==> src/rtl/cpu_ce_gen.sv <==
// Clock-enable generator for the Specialist/MX core.
// Derives CPU f1/f2, timer and pixel strobes from clk_sys.
module cpu_ce_gen #(
  parameter int CPU_DIV   = 48,
  parameter int F2_OFS    = 12,
  parameter int SPEEDS    = 2,
  parameter int PIX_DIV   = 12,
  parameter int PIX_N_OFS = 6
) (
  input  logic       clk_sys,
  input  logic       reset,
  input  logic [1:0] speed,
  input  logic       stall,
  output logic       ce_f1,
  output logic       ce_f2,
  output logic       ce_pit,
  output logic       ce_pix_p,
  output logic       ce_pix_n,
  output logic [1:0] speed_cur,
  output logic       skipped
);

  localparam int CW = $clog2(CPU_DIV);
  localparam int PW = $clog2(PIX_DIV);

  typedef enum logic [1:0] {
    IDLE,
    PAIR,
    SKIP
  } state_t;

  state_t        state_q, state_d;
  logic [CW-1:0] cpu_cnt_q, cpu_cnt_d;
  logic [PW-1:0] pix_cnt_q, pix_cnt_d;
  logic [1:0]    speed_cur_q, speed_cur_d;
  logic [1:0]    speed_req;
  logic [CW-1:0] slot_ofs;
  logic          f1_slot, f2_slot;
  logic          ce_f1_q, ce_f1_d;
  logic          ce_f2_q, ce_f2_d;
  logic          ce_pit_q, ce_pit_d;
  logic          ce_pix_p_q, ce_pix_p_d;
  logic          ce_pix_n_q, ce_pix_n_d;
  logic          skipped_q, skipped_d;

  // Free-running dividers, clamped speed latch and slot position.
  always_comb begin
    cpu_cnt_d = cpu_cnt_q + CW'(1);
    if (cpu_cnt_q == CW'(CPU_DIV - 1))
      cpu_cnt_d = '0;
    pix_cnt_d = pix_cnt_q + PW'(1);
    if (pix_cnt_q == PW'(PIX_DIV - 1))
      pix_cnt_d = '0;
    speed_req = speed;
    if (int'(speed) > SPEEDS - 1)
      speed_req = 2'(SPEEDS - 1);
    speed_cur_d = speed_cur_q;
    if (cpu_cnt_q == CW'(CPU_DIV - 1))
      speed_cur_d = speed_req;
    slot_ofs = cpu_cnt_q;
    for (int m = 0; m < SPEEDS; m++) begin
      if (speed_cur_q == 2'(m))
        slot_ofs = CW'({1'b0, cpu_cnt_q} %
                       (CW + 1)'(CPU_DIV >> m));
    end
    f1_slot = (slot_ofs == '0);
    f2_slot = (slot_ofs == CW'(F2_OFS));
  end

  // Pair FSM: stall sampled only at f1, so a pair is never split.
  always_comb begin
    state_d    = state_q;
    ce_f1_d    = 1'b0;
    ce_f2_d    = 1'b0;
    skipped_d  = 1'b0;
    ce_pit_d   = (cpu_cnt_q == '0);
    ce_pix_p_d = (pix_cnt_q == '0);
    ce_pix_n_d = (pix_cnt_q == PW'(PIX_N_OFS));
    unique case (state_q)
      IDLE: begin
        if (f1_slot) begin
          if (stall) begin
            skipped_d = 1'b1;
            state_d   = SKIP;
          end else begin
            ce_f1_d = 1'b1;
            state_d = PAIR;
          end
        end
      end
      PAIR: begin
        if (f2_slot) begin
          ce_f2_d = 1'b1;
          state_d = IDLE;
        end
      end
      SKIP: begin
        if (f2_slot)
          state_d = IDLE;
      end
      default: state_d = IDLE;
    endcase
  end

  // State and registered strobes; reset abandons any open pair.
  always_ff @(posedge clk_sys) begin
    if (reset) begin
      state_q     <= IDLE;
      cpu_cnt_q   <= '0;
      pix_cnt_q   <= '0;
      speed_cur_q <= '0;
      ce_f1_q     <= 1'b0;
      ce_f2_q     <= 1'b0;
      ce_pit_q    <= 1'b0;
      ce_pix_p_q  <= 1'b0;
      ce_pix_n_q  <= 1'b0;
      skipped_q   <= 1'b0;
    end else begin
      state_q     <= state_d;
      cpu_cnt_q   <= cpu_cnt_d;
      pix_cnt_q   <= pix_cnt_d;
      speed_cur_q <= speed_cur_d;
      ce_f1_q     <= ce_f1_d;
      ce_f2_q     <= ce_f2_d;
      ce_pit_q    <= ce_pit_d;
      ce_pix_p_q  <= ce_pix_p_d;
      ce_pix_n_q  <= ce_pix_n_d;
      skipped_q   <= skipped_d;
    end
  end

  assign ce_f1     = ce_f1_q;
  assign ce_f2     = ce_f2_q;
  assign ce_pit    = ce_pit_q;
  assign ce_pix_p  = ce_pix_p_q;
  assign ce_pix_n  = ce_pix_n_q;
  assign speed_cur = speed_cur_q;
  assign skipped   = skipped_q;

endmodule

==> config.mk <==
export PLATFORM = sky130hd
export DESIGN_NAME = cpu_ce_gen
export DESIGN_NICKNAME = d
export VERILOG_FILES = /design/src/rtl/cpu_ce_gen.sv
export SDC_FILE = /design/constraint.sdc
export NUM_CORES = 1
export LEC_CHECK = 0
export ABC_AREA = 0
export CAP_MARGIN = 15
export CORE_MARGIN = 2
export CORE_UTILIZATION = 42
export DETAILED_ROUTE_END_ITERATION = 12
export PLACE_DENSITY = 0.74
export SETUP_SLACK_MARGIN = 0.2
export SYNTH_ARGS = -nofsm -noshare
export SYNTH_HDL_FRONTEND = slang
export SYNTH_SLANG_ARGS = --single-unit
export TNS_END_PERCENT = 1
==> constraint.sdc <==
create_clock -name clk_sys -period 3.9 [get_ports clk_sys]
set_input_delay 0.585 -clock clk_sys [delete_from_list [all_inputs] [get_ports clk_sys]]
set_output_delay 0.585 -clock clk_sys [all_outputs]
set_load 0.005 [all_outputs]
==> out/qor.txt, run 1 <==
Outcome: complete, no violations
P&R area growth vs syn: 17.05%
Worst Setup End Kind: primary output
Antenna diodes: 0
Final number of setup-violating endpoints: 0
Core ar.: 2212 um^2
# hold bufs at CTS: 0
Maximum clock rate: 0.5453 GHz
Placer Congestion: 0.8284
Crit path time final: 1.834 ns
Worst-case clock buffer depth: 2
DPL Wire Length: 1426 um
Top cell type's share of synthesized area: 41.03%
Worst path cell trace: clkdlybuf4s50_1
H-tree lvl count: 1
Hold WS: 0.4860 ns
Most frequent cells in the layout: 20 x dfxtp_1, 16 x nor2_1, 12 x clkdlybuf4s50_1, 8 x inv_1, 7 x ha_1
Clk sinks: 20
Clock-pin slew on the worst setup and hold paths: 0.10 ns
Ranking of synthesized cells by area: dfxtp_1 41%, ha_1 9.0%, nor2_1 6.2%
Placed inst area: 1106 um^2
Routed WL per cell: 12.38 um
IO Port Bufs: 12
VDD IR max: 0.0001953 V
Fin crit share: 47.02%
Die Width: 52.21 um
Ys async rst share: 0%
Top Family by Delay on Critical Path: buffers and inverters
Root Driver: clkbuf_4
Share of cells above drive strength 1: 6.780%
Seq/Total Area, Yosys: 41.03%
GR Util All Layers: 15.56%
Synth area leader: dfxtp_1
Commonest non-fill, non-tap cell in the layout: dfxtp_1
Worst path required time: 3.31 ns
DR vias/cell: 5.185
Largest net degree at the start of global routing: 15
Cts repair resizes: 0
First-pass GRT wire length: 3070 um
Fin. Hold Viols: 0
Commonest register cell after synthesis: dfxtp_1
Die footprint: 2725 um^2
Initial Utilization: 44.12%
Site Rows: 17
Skew-Pair Late Insertion Delay: 0.29 ns
Post-route clock skew: 0.006441 ns
Wirelength, routed: 1807 um
Global route overflow: 0
# IOs: 13
DRT Pass-1 Iters: 4
Critical Path Start Type: register
Synth warnings: 0
Syn_nets: 118
Worst stage delay on the critical path: 0.53 ns
Slowest CP cell: clkdlybuf4s50_1
CP bufs+invs: 1
Yosys cell types: 30
RSZ-0062 raised after global routing: false
Vias: 757
Slew Limit Fails: 0
Crit path kind: reg -> out
Total Power: 410.5 uW
Pwr Density: 359.4 nW/um^2
# DRC: 0
Setup TNS: 0 ns
Antenna viol nets, final: 0
Vias in the first global route: 749
Chip height: 52.21 um
# nets final: 131
Num CTS Buffers: 3
Leakage: 0.4398 nW
CP max FO: 5
Mean Syn Cell Area: 9.207 um^2
Starting DRT DRC Count: 6
Synth Register Bits: 20
Post-Syn Area: 975.9 um^2
Min-Delay Path Class: reg -> reg
CTS tree: yes
WP data arrival: 1.25 ns
MaxCap Viol Count: 0
Initial antenna violation count: 0
Cells after synthesis: 106
Max_slew headroom: 68.38%
Worst Tran Pin Value: 0.4728 ns
Cell area after layout: 1142 um^2
Post-synth EDFFs: 0
Postcts setup bufs: 0
cell usage after synthesis (2+ instances only):
| cell type | instances |
|---|---|
| xnor2_1 | 4 |
| a211oi_1 | 2 |
| ha_1 | 7 |
| nor3_1 | 2 |
| nor3b_1 | 4 |
| dfxtp_1 | 20 |
| nand3_1 | 2 |
| nand2_1 | 6 |
| a21oi_1 | 4 |
| nor4_1 | 2 |
| nor4b_1 | 2 |
| or3_1 | 2 |
| nand2b_1 | 3 |
| o2111ai_1 | 3 |
| buf_2 | 2 |
| xor2_1 | 2 |
| and4b_1 | 2 |
| nor2_1 | 16 |
| inv_1 | 8 |
| and2_1 | 3 |
through the flow:
stage                     instances  utilization, %  setup WS [ns]
after floorplan                 106               -          2.337
after global placement          142           50.00          2.077
after detailed placement        142           50.00          2.014
after CTS                       146           51.64          2.043
after global routing            146           51.64          1.995
final                           146           51.64          2.066
registers in the layout, indices dropped and copies added (netlist names):
signal     count
pix_cnt_q      4
state_q        2
ce_f1          1
ce_pix_p       1
ce_f2          1
ce_pit         1
skipped        1
ce_pix_n       1
speed_cur      2
cpu_cnt_q      6
cell type report:
cell class	count	area, um^2
Multi-Input combinational cell	74	520.5
Clock buffer	4	36.28
Sequential cell	20	400.4
Inverter	8	30.03
Fill cell	219	1070
Tap cell	28	35.03
Timing Repair Buffer	12	120.1
worst min-delay path, cell delays in order (launching register included):
cell       delay (ns)
dfxtp_1          0.32
o2111ai_1        0.06
a21oi_1          0.06
layer usage:
metal / track usage, % / share of wire (%) / vias up
li1: - / - / 388
met1: 18.09 / 46 / 350
met2: 26.16 / 48 / 13
met3: 2.571 / 3.0 / 6
met4: 10.26 / 2.8 / 0
met5: 0 / 0 / -
kinds of logic after synthesis:
kind of cell	count (synthesis)	synth area share, %
buf+inv	12	5.641
simple gates	48	28.98
flops	20	41.03
compound gates	12	8.975
xor+xnor	6	5.385
mux	1	1.026
fa+ha+maj	7	8.974
path summary, 6_finish.rpt:
| path | slack [ns] | cells past startpoint | endpoint | start |
|---|---|---|---|---|
| hold / removal | 0.49 | 2 | state_q[1] | state_q[1] |
| setup reg to reg | 2.16 | 7 | state_q[0] | cpu_cnt_q[0] |
| hold reg to reg | 0.49 | 2 | state_q[1] | state_q[1] |
| setup / recovery | 2.07 | 1 | speed_cur[0] | speed_cur[0] |
report_power, final:
part	internal, mW	switching [mW]
clock network	0.0569	0.0597
registers	0.216	0.00928
logic	0.0348	0.0335
No activity file was read; power rests on OpenSTA's default activity.
==> run 2: changes to the inputs <==
--- a/config.mk
+++ b/config.mk
@@ -10,7 +10,7 @@
 export CORE_MARGIN = 2
 export CORE_UTILIZATION = 42
 export DETAILED_ROUTE_END_ITERATION = 12
-export PLACE_DENSITY = 0.74
+export PLACE_DENSITY = 0.76
 export SETUP_SLACK_MARGIN = 0.2
 export SYNTH_ARGS = -nofsm -noshare
 export SYNTH_HDL_FRONTEND = slang
==> constraint.sdc (replaced) <==
create_clock -name clk_sys -period 1.5 [get_ports clk_sys]
set_input_delay 0.225 -clock clk_sys [delete_from_list [all_inputs] [get_ports clk_sys]]
set_output_delay 0.225 -clock clk_sys [all_outputs]
set_load 0.005 [all_outputs]
==> run 2 against run 1 <==
Net effect: the flow now finishes with violations (setup timing); clock skew shrank 0.0015 ns; final cell count grew 5.5%; clock power grew 100%; sequential share of layout area shrank 3.0 points; register-to-register slack lost 2.2 ns; critical path depth grew 6; wire length grew 4.6%; die area is the same; count of clock-buffer cells in the layout shrank 1; via count grew 4.6%; global-route usage grew 0.53 points; sequential cell count is the same.
==> out/qor.txt, run 2 (synthesis results as in run 1) <==
Max_slew headroom: 73.96% (was 68.38%)
Slew Limit Fails: 0 (unchanged)
GRT Max-Usage Layer: met2 (unchanged)
R2R cell count: 7 (unchanged)
Hold path depth: 1 (was 2)
Outcome: complete, but fails checks (was complete, no violations)
Total Power: 1.050 mW (was 410.5 uW)
Skew-Pair Late Insertion Delay: 0.29 ns (about the same)
# fillers: 192 (was 219)
VDD IR max: 0.0006326 V (was 0.0001953 V)
Crit path kind: reg -> reg (was reg -> out)
Die Width: 52.21 um (unchanged)
Antenna diodes: 0 (unchanged)
Failing checks: setup timing
H-tree lvl count: 1 (unchanged)
RSZ-0062 raised after global routing: true (was false)
Worst stage delay on the critical path: 0.34 ns (was 0.53 ns)
Worst Tran Pin Value: 0.3882 ns (was 0.4728 ns)
P&R area growth vs syn: 32.95% (was 17.05%)
Final WS setup: -0.07011 ns (was 2.066 ns)
Vias: 792 (was 757)
Die footprint: 2725 um^2 (unchanged)
Placer Congestion: 0.7838 (was 0.8284)
Total area of sequential cells: 415.4 um^2 (was 400.4 um^2)
Final number of setup-violating endpoints: 2 (was 0)
First-pass GRT wire length: 3256 um (was 3070 um)
Worst Setup End Kind: register (was primary output)
Num CTS Buffers: 3 (unchanged)
# IOs: 13 (unchanged)
Largest Register: cpu_cnt_q (unchanged)
Flop2flop setup slack: -0.07 ns (was 2.16 ns)
WP data arrival: 1.80 ns (was 1.25 ns)
Antenna viol nets, final: 0 (unchanged)
Footprint of the multi-input gates: 586.8 um^2 (was 520.5 um^2)
Clock-pin slew on the worst setup and hold paths: 0.10 ns (about the same)
Worst path cell trace: inv_2, ha_4, and4b_1, a211o_2, nand4b_4, or3_4, a21oi_2 (was clkdlybuf4s50_1)
GRT met1 Usage: 18.94% (was 18.09%)
DR vias/cell: 5.143 (was 5.185)
Site Rows: 17 (unchanged)
DRT Pass-1 Iters: 4 (unchanged)
GR Util All Layers: 16.10% (was 15.56%)
Min-Delay Path Class: reg -> reg (unchanged)
Critical Path Start Type: register (unchanged)
# nets final: 140 (was 131)
Pwr Density: 809.1 nW/um^2 (was 359.4 nW/um^2)
Max reg flops: 6 (unchanged)
Largest regs: cpu_cnt_q: 6 flops, pix_cnt_q: 4 flops (unchanged)
Postcts setup bufs: 0 (unchanged)
CTS tree: yes (unchanged)
Fin crit share: 104.7%
# DRC: 0 (unchanged)
Chip height: 52.21 um (unchanged)
MaxCap Viol Count: 0 (unchanged)
Starting DRT DRC Count: 10 (was 6)
Largest net degree at the start of global routing: 11 (was 15)
CP max FO: 4 (was 5)
Clk sinks: 20 (unchanged)
Routing usage on met2: 27.22% (was 26.16%)
Setup TNS: -0.09679 ns (was 0 ns)
Critical R2R Capture: state_q[0] (unchanged)
Leakage: 0.6263 nW (was 0.4398 nW)
Wirelength, routed: 1890 um (was 1807 um)
Worst path required time: 1.73 ns (was 3.31 ns)
Core ar.: 2212 um^2 (unchanged)
Crit path time final: 1.570 ns
Crit Reg-Reg Startpoint: cpu_cnt_q[0] (unchanged)
Met3 Track Usage GR: 5.429% (was 2.571%)
Slowest CP cell: or3_4 (was clkdlybuf4s50_1)
Hold EP: pix_cnt_q[0] (was state_q[1])
Most frequent cells in the layout: 14 x nor2_1, 12 x dfxtp_1, 9 x buf_4, 8 x dlymetal6s2s_1 (was 20 x dfxtp_1, 16 x nor2_1, 12 x clkdlybuf4s50_1, 8 x inv_1, 7 x ha_1)
Initial Utilization: 44.12% (unchanged)
Maximum clock rate: 0.6369 GHz
Commonest non-fill, non-tap cell in the layout: nor2_1 (was dfxtp_1)
Root Driver: clkbuf_4 (unchanged)
Initial antenna violation count: 0 (unchanged)
Share of cells above drive strength 1: 28.57% (was 6.780%)
# hold bufs at CTS: 0 (unchanged)
Worst-case clock buffer depth: 2 (unchanged)
Routed WL per cell: 12.27 um (was 12.38 um)
Hold path startpoint: pix_cnt_q[0] (was state_q[1])
DPL Wire Length: 1437 um (was 1426 um)
IO Port Bufs: 12 (unchanged)
Post-route clock skew: 0.004918 ns (was 0.006441 ns)
Vias in the first global route: 786 (was 749)
Global route overflow: 0 (unchanged)
Fin. Hold Viols: 0 (unchanged)
## run 2: report_power, final
group / switching [mW] / internal, mW / total [mW]
registers: 0.0210 / 0.560 / 0.581
clock network: 0.143 / 0.0933 / 0.236
logic: 0.108 / 0.125 / 0.233
total: 0.271 / 0.779 / 1.05
## run 2: through the flow
stage / util [%] / setup slack, ns / cells / area (um^2) / hold WS [ns]
4_1_cts: 56.45 / -0.08052 / 154 / 1249 / 0.5111
3_3_place_gp: 53.73 / 0.009958 / 151 / 1189 / 0.4670
6_report: 58.65 / -0.07011 / 154 / 1297 / 0.5074
5_1_grt: 58.65 / -0.1306 / 154 / 1297 / 0.5186
3_5_place_dp: 53.73 / -0.09681 / 151 / 1189 / 0.4920
2_1_floorplan: - / 0.03828 / 106 / 991.0 / 0.3010
## run 2: critical path: cells and delay by family (launching register included)
family,cells,cell delay (ns)
AOI/OAI and AO/OA,2,0.31
adders and majority gates,1,0.14
buffers and inverters,1,0.06
DFF,1,0.33
and+or+nand+nor,3,0.68
## run 2: cell type report
class,count,share of cell area [%]
Clock buffer,3,1.736
Inverter,8,2.314
Multi-Input combinational cell,74,45.23
Sequential cell,20,32.02
Tap cell,28,2.700
Timing Repair Buffer,21,16.01
## run 2: layer usage
| layer | share of wire (%) | up-vias |
|---|---|---|
| met4 | 0.63 | 0 |
| met2 | 49 | 18 |
| li1 | - | 401 |
| met3 | 5.1 | 2 |
| met1 | 45 | 371 |
| met5 | 0 | - |
## run 2: how the worst max path moves through the flow
stage                             from    endpoint  slack, ns  cells after the start
after floorplan           cpu_cnt_q[0]  state_q[0]       0.04                      7
after global placement    cpu_cnt_q[1]  state_q[1]       0.01                      7
after detailed placement  cpu_cnt_q[1]  state_q[0]       -0.1                      7
after CTS                 cpu_cnt_q[0]  state_q[0]      -0.08                      7
after global routing      cpu_cnt_q[0]  state_q[1]      -0.13                      7
final                     cpu_cnt_q[0]  state_q[0]      -0.07                      7
## run 2: repair_timing
action / 4_1_cts / 5_1_grt
endpoints found under the setup margin: 20 / 20
pin swaps: 5 / 3
gates cloned: 0 / 0
resized for setup: 11 / 18
